`config.mk`:
```
export PLATFORM = sky130hd
export DESIGN_NAME = pipelined_mac_alu
export DESIGN_NICKNAME = d
export VERILOG_FILES = /design/src/rtl/alu_pkg.sv /design/src/rtl/alu_datapath.sv /design/src/rtl/pipelined_mac_alu.sv
export SDC_FILE = /design/constraint.sdc
export NUM_CORES = 1
export LEC_CHECK = 0
export CORE_MARGIN = 2
export CORE_UTILIZATION = 60
export CTS_BUF_LIST = sky130_fd_sc_hd__clkbuf_8
export CTS_CLUSTER_DIAMETER = 40
export DETAILED_ROUTE_END_ITERATION = 7
export GPL_TIMING_DRIVEN = 0
export PLACE_DENSITY = 0.82
export SKIP_CTS_REPAIR_TIMING = 1
export SLEW_MARGIN = 20
export SYNTH_ARGS = -nofsm -noshare
export SYNTH_HDL_FRONTEND = slang
export SYNTH_SLANG_ARGS = --single-unit
```
`constraint.sdc`:
```
create_clock -name clock_in -period 7.5 [get_ports clock_in]
set_clock_uncertainty 0.05 [all_clocks]
set_input_delay 1.875 -clock clock_in [delete_from_list [all_inputs] [get_ports clock_in]]
set_output_delay 1.875 -clock clock_in [all_outputs]
set_load 0.02 [all_outputs]
```
`src/rtl/alu_pkg.sv`:
```
// Shared opcode encoding for the pipelined MAC ALU and its testbench.
package alu_pkg;

   typedef enum logic [2:0] {
      ALU_ADD = 3'b000,
      ALU_SUB = 3'b001,
      ALU_MUL = 3'b010,
      ALU_MAC = 3'b011,
      ALU_AND = 3'b100,
      ALU_OR  = 3'b101,
      ALU_XOR = 3'b110,
      ALU_CLR = 3'b111
   } alu_op_t;

endpackage

```
`src/rtl/alu_datapath.sv`:
```
// Combinational stage-1 arithmetic/logic for one operand pair; carry and borrow
// come out of one-bit-wider add/subtract.
module alu_datapath #(
   parameter int WIDTH = 8
) (
   input  logic [WIDTH-1:0]   a,
   input  logic [WIDTH-1:0]   b,
   output logic [WIDTH-1:0]   sum,
   output logic               carry,
   output logic [WIDTH-1:0]   diff,
   output logic               borrow,
   output logic [2*WIDTH-1:0] product,
   output logic [WIDTH-1:0]   and_r,
   output logic [WIDTH-1:0]   or_r,
   output logic [WIDTH-1:0]   xor_r
);

   assign {carry, sum}   = {1'b0, a} + {1'b0, b};
   assign {borrow, diff} = {1'b0, a} - {1'b0, b};
   assign product        = {{WIDTH{1'b0}}, a} * {{WIDTH{1'b0}}, b};
   assign and_r          = a & b;
   assign or_r           = a | b;
   assign xor_r          = a ^ b;

endmodule

```
`src/rtl/pipelined_mac_alu.sv`:
```
// Two-stage valid/ready ALU lane with accumulator (MAC/CLR).
// Define ALU_SATURATE_EN to clamp results and the accumulator instead of wrapping.
module pipelined_mac_alu
   import alu_pkg::*;
#(
   parameter int WIDTH     = 8,
   parameter int ACC_WIDTH = 2*WIDTH+4
) (
   input  logic                 clock_in,
   input  logic                 reset_in,
   input  logic                 enable_in,
   input  logic [2:0]           opcode_in,
   input  logic [WIDTH-1:0]     alu_input1,
   input  logic [WIDTH-1:0]     alu_input2,
   input  logic                 in_valid,
   output logic                 in_ready,
   output logic [WIDTH-1:0]     alu_output,
   output logic [ACC_WIDTH-1:0] acc_output,
   output logic                 overflow_out,
   output logic                 zero_out,
   output logic                 out_valid,
   input  logic                 out_ready
);

`ifdef ALU_SATURATE_EN
   localparam bit SAT_EN = 1'b1;
`else
   localparam bit SAT_EN = 1'b0;
`endif

   logic                 stall;
   logic                 s1_valid;
   alu_op_t              s1_op;
   logic [WIDTH-1:0]     s1_a, s1_b;
   logic [ACC_WIDTH-1:0] acc_q;

   logic [WIDTH-1:0]     sum, diff, and_r, or_r, xor_r;
   logic                 carry, borrow;
   logic [2*WIDTH-1:0]   product;

   logic [ACC_WIDTH:0]   acc_sum;
   logic [ACC_WIDTH-1:0] acc_mac, acc_nxt;
   logic [WIDTH-1:0]     res;
   logic                 ovf;

   assign stall      = !enable_in || (out_valid && !out_ready);
   assign in_ready   = !stall;
   assign acc_output = acc_q;

   alu_datapath #(.WIDTH(WIDTH)) u_datapath (
      .a       (s1_a),
      .b       (s1_b),
      .sum     (sum),
      .carry   (carry),
      .diff    (diff),
      .borrow  (borrow),
      .product (product),
      .and_r   (and_r),
      .or_r    (or_r),
      .xor_r   (xor_r)
   );

   // The extra top bit of acc_sum is the accumulator carry used for saturation.
   assign acc_sum = {1'b0, acc_q} + {{(ACC_WIDTH+1-2*WIDTH){1'b0}}, product};
   assign acc_mac = (SAT_EN && acc_sum[ACC_WIDTH]) ? '1 : acc_sum[ACC_WIDTH-1:0];

   always_comb begin
      res     = '0;
      ovf     = 1'b0;
      acc_nxt = acc_q;
      unique case (s1_op)
         ALU_ADD: begin
            ovf = carry;
            res = (SAT_EN && carry) ? '1 : sum;
         end
         ALU_SUB: begin
            ovf = borrow;
            res = (SAT_EN && borrow) ? '0 : diff;
         end
         ALU_MUL: begin
            ovf = |product[2*WIDTH-1:WIDTH];
            res = (SAT_EN && ovf) ? '1 : product[WIDTH-1:0];
         end
         ALU_MAC: begin
            acc_nxt = acc_mac;
            ovf     = |acc_mac[ACC_WIDTH-1:WIDTH];
            res     = (SAT_EN && ovf) ? '1 : acc_mac[WIDTH-1:0];
         end
         ALU_AND: res = and_r;
         ALU_OR:  res = or_r;
         ALU_XOR: res = xor_r;
         ALU_CLR: begin
            acc_nxt = '0;
            ovf     = |acc_q[ACC_WIDTH-1:WIDTH];
            res     = (SAT_EN && ovf) ? '1 : acc_q[WIDTH-1:0];
         end
         default: res = '0;
      endcase
   end

   // Both stages advance together; the accumulator commits only as an op enters stage 2.
   always_ff @(posedge clock_in) begin
      if (!reset_in) begin
         s1_valid     <= 1'b0;
         s1_op        <= ALU_ADD;
         s1_a         <= '0;
         s1_b         <= '0;
         out_valid    <= 1'b0;
         alu_output   <= '0;
         acc_q        <= '0;
         overflow_out <= 1'b0;
         zero_out     <= 1'b0;
      end else if (!stall) begin
         s1_valid  <= in_valid;
         out_valid <= s1_valid;
         if (in_valid) begin
            s1_op <= alu_op_t'(opcode_in);
            s1_a  <= alu_input1;
            s1_b  <= alu_input2;
         end
         if (s1_valid) begin
            alu_output   <= res;
            acc_q        <= acc_nxt;
            overflow_out <= ovf;
            zero_out     <= (res == '0);
         end
      end
   end

endmodule

```
==> metrics.txt <==
final hold violation count 0; asr flop ratio synth 0; Top Layer Used met4; average vias per placed instance 6.17; vias in the first global route 5991; Inserted Diodes 0; fraction of layout cells with a size suffix above 1 0.0374; area grow syn2layout 13.4%; Routed wire per std cell about 19 microns; Hold WS 419 ps; Worst Hold Class reg2reg; GRT Util Overall 0.337; Pleak a little over 3 nW; CP required 7640 ps; Met2 Wirelength just under 9000 microns; Syn Area/Cell slightly below 8 sq um; Sinks on Clock Net 51; sequential fraction of the synthesis area 0.160; DRT iter0 DRCs roughly 480; Worst-Margin Slew approximately 650 ps; clock tree from TritonCTS yes; # fillers between 800 and 900; IO buf count 54; CTS root buf clkbuf_8; headroom to the max-slew limit 0.562; Worst R2R Path Depth 25; row cnt 37; first-pass GRT wire length 30500 microns; Syn. warnings 0; internal power roughly 0.48 mW; cell taking the most area after synthesis dfxtp_1; maximum vdd drop approximately 0.000084 V; fin nets approximately 1000; CP Capture Point overflow_out$_SDFFE_PN0P_; Placed Cells 1011; Placer Congestion around 1; status finished clean; R2R setup slack approximately 390 ps; Power per Cell Area 96.5 nW/um^2; Worst R2R End overflow_out$_SDFFE_PN0P_; number of synthesized flops with an enable pin 0; DRT Pass-1 Iters 5; Seq cells post-synth about 50; core area just over 10000 sq um; Routed Antenna Nets 0; combinational share of power 0.242; FMAX approximately 140 MHz; critical path peak fanout 9; DR WL met3 1460 microns; area of the multi-input gates between 4000 and 5000 sq um; initial antenna violation count 0; # Max-Cap Violations 0; post-synthesis cell count between 800 and 900; clock network power share 0.343; top cells by area, synth dfxtp_1, ha_1, fa_1; net load switching power 0.219 mW; grt ovf 0; power after layout approximately 0.7 mW; # IOs 56; RSZ-0062 raised after global routing no; clock-pin transition on the worst setup and hold timing paths about 110 ps; Slew Limit Fails 0; H-tree depth 2; fin crit share 0.948; Reg power frac 0.414; final setup violation count 0; sw frac 0.314; CP startpoint kind flip-flop; critical path data arrival time ~7200 ps; Final TNS setup 0 ps; clk buf depth 2; die area 11500 sq um; CP Class reg2reg; Layout Cells excl Fill slightly above 1000; detailed-placement wirelength estimate 15200 microns; TritonCTS Buffers 5; min Tclk post-route a little over 7000 ps; Worst setup EP type flip-flop; post-synthesis instance area ~6400 sq um; Mapped Nets between 900 and 1000; largest net degree at the start of global routing 17; Crit Reg-Reg Startpoint s1_a[3]$_SDFFE_PN0P_; Starting Density 0.618; Vias around 6300; Synth top area share 0.160; FF+latch area 1020 sq um; clock latency on the worst-skew pair around 320 ps; chip height roughly 110 microns; Setup crit start s1_a[3]$_SDFFE_PN0P_; DRC viols 0; unique cell type count in the Yosys netlist 70; predominant post-synthesis flop cell dfxtp_1; final WL ~19000 microns; Met1 Routed Length 8050 microns; Die X-Extent 107 microns
[area by class of cell]
cell class | instances | area share
Buffer | 33 | 0.0183
Clock buffer | 5 | 0.00951
Clock inverter | 3 | 0.00933
Inverter | 97 | 0.0503
Multi-Input combinational cell | 640 | 0.673
Sequential cell | 51 | 0.141
Tap cell | 136 | 0.0235
Timing Repair Buffer | 54 | 0.0747
[worst min path at each step]
stage	startpoint	slack (ps)	cells after the start	to
after floorplan	s1_b[2]$_SDFFE_PN0P_	440	2	s1_b[2]$_SDFFE_PN0P_
after global placement	alu_output[3]$_SDFFE_PN0P_	400	2	alu_output[3]$_SDFFE_PN0P_
after detailed placement	alu_output[2]$_SDFFE_PN0P_	410	2	alu_output[2]$_SDFFE_PN0P_
after CTS	alu_output[2]$_SDFFE_PN0P_	420	2	alu_output[2]$_SDFFE_PN0P_
after global routing	alu_output[3]$_SDFFE_PN0P_	450	2	alu_output[3]$_SDFFE_PN0P_
final	alu_output[2]$_SDFFE_PN0P_	420	2	alu_output[2]$_SDFFE_PN0P_
[placed cells by master (no fill, tap or decap), types with 7 or more instances in the layout]
| master | instances |
|---|---|
| a21boi_0 | 27 |
| a22oi_1 | 8 |
| nor2_1 | 69 |
| ha_1 | 76 |
| and2_1 | 11 |
| xnor2_1 | 16 |
| a31oi_1 | 10 |
| dfxtp_1 | 49 |
| a211oi_1 | 8 |
| fa_1 | 39 |
| inv_1 | 97 |
| a21o_1 | 8 |
| nor3_1 | 8 |
| o21ai_0 | 39 |
| nor2b_1 | 19 |
| nand3_1 | 20 |
| o211ai_1 | 7 |
| o21a_1 | 8 |
| clkdlybuf4s50_1 | 54 |
| a21oi_1 | 44 |
| nand2b_1 | 10 |
| clkbuf_1 | 27 |
| nand2_1 | 109 |
[kinds of logic (layout without fill, tap and decap cells)]
logic type,after synthesis,count (layout),synth area share
fa+ha+maj,115,115,0.271
xor+xnor,19,19,0.0261
buf+inv,130,192,0.0778
simple gates,280,280,0.205
flops,51,51,0.160
compound gates,217,217,0.240
mux,9,9,0.0204
[through the flow]
stage	area, sq um	utilization	worst slack (ps)
floorplan	6380	-	1320
global placement	7090	0.687	466
detailed placement	7090	0.687	359
CTS	7230	0.700	284
global route	7240	0.701	66.1
finish	7240	0.701	393
[power by group through the flow]
stage | clock network (mW) | registers (mW) | logic, mW
final | 0.240 | 0.289 | 0.169
after global routing | 0.251 | 0.290 | 0.185
after CTS | 0.242 | 0.289 | 0.165
after detailed placement | 0 | 0.295 | 0.164
after global placement | 0 | 0.295 | 0.162
after floorplan | 0 | 0.293 | 0.110
[synth_stat cells, types with 3 or more instances]
| library cell | n |
|---|---|
| nor2b_1 | 19 |
| o21bai_1 | 4 |
| o211ai_1 | 7 |
| o211a_1 | 6 |
| mux4_2 | 3 |
| a211o_1 | 3 |
| o31ai_1 | 6 |
| a21boi_0 | 27 |
| xnor2_1 | 16 |
| a21oi_1 | 44 |
| nand3_1 | 20 |
| ha_1 | 76 |
| nor3_1 | 8 |
| buf_2 | 4 |
| nor4_1 | 6 |
| fa_1 | 39 |
| nand2_1 | 109 |
| a32oi_1 | 4 |
| nand2b_1 | 10 |
| a22oi_1 | 8 |
| mux2i_1 | 4 |
| dfxtp_1 | 51 |
| or2_2 | 4 |
| a211oi_1 | 8 |
| o21ai_0 | 39 |
| o2111ai_1 | 3 |
| a21o_1 | 8 |
| inv_1 | 97 |
| nand3b_1 | 3 |
| a22o_1 | 3 |
| and2_1 | 11 |
| o21a_1 | 8 |
| a31oi_1 | 11 |
| clkbuf_1 | 27 |
| nor2_1 | 69 |
| xor2_1 | 3 |
| or3_1 | 6 |
[worst max-delay path, stage by stage, from the launching register on]
cell and delay (ps):
dfxtp_1 420, inv_1 270, nor2_1 110, fa_1 540
inv_1 50, fa_1 480, inv_1 60, fa_1 540
inv_1 70, fa_1 550, inv_1 50, ha_1 390
o21a_1 150, o31a_4 130, o21a_1 180, or3_1 310
and2_1 170, ha_1 260, clkbuf_1 290, nand4_1 280
a2111oi_2 540, nor3_1 130, xnor2_1 190, a211o_1 270
o41ai_1 350, a41oi_1 180
[routing by layer]
layer	vias up	global-route usage
li1	2960	-
met1	3012	0.452
met2	271	0.551
met3	46	0.0529
met4	0	0.116
met5	-	0
[state kept, by name, summed over array words and instances (netlist names)]
signal and count:
zero_out 1, out_valid 1, s1_op 3, s1_a 8
acc_output 20, alu_output 8, s1_valid 1, overflow_out 1
s1_b 8
Power figures use the tool's default switching activity.
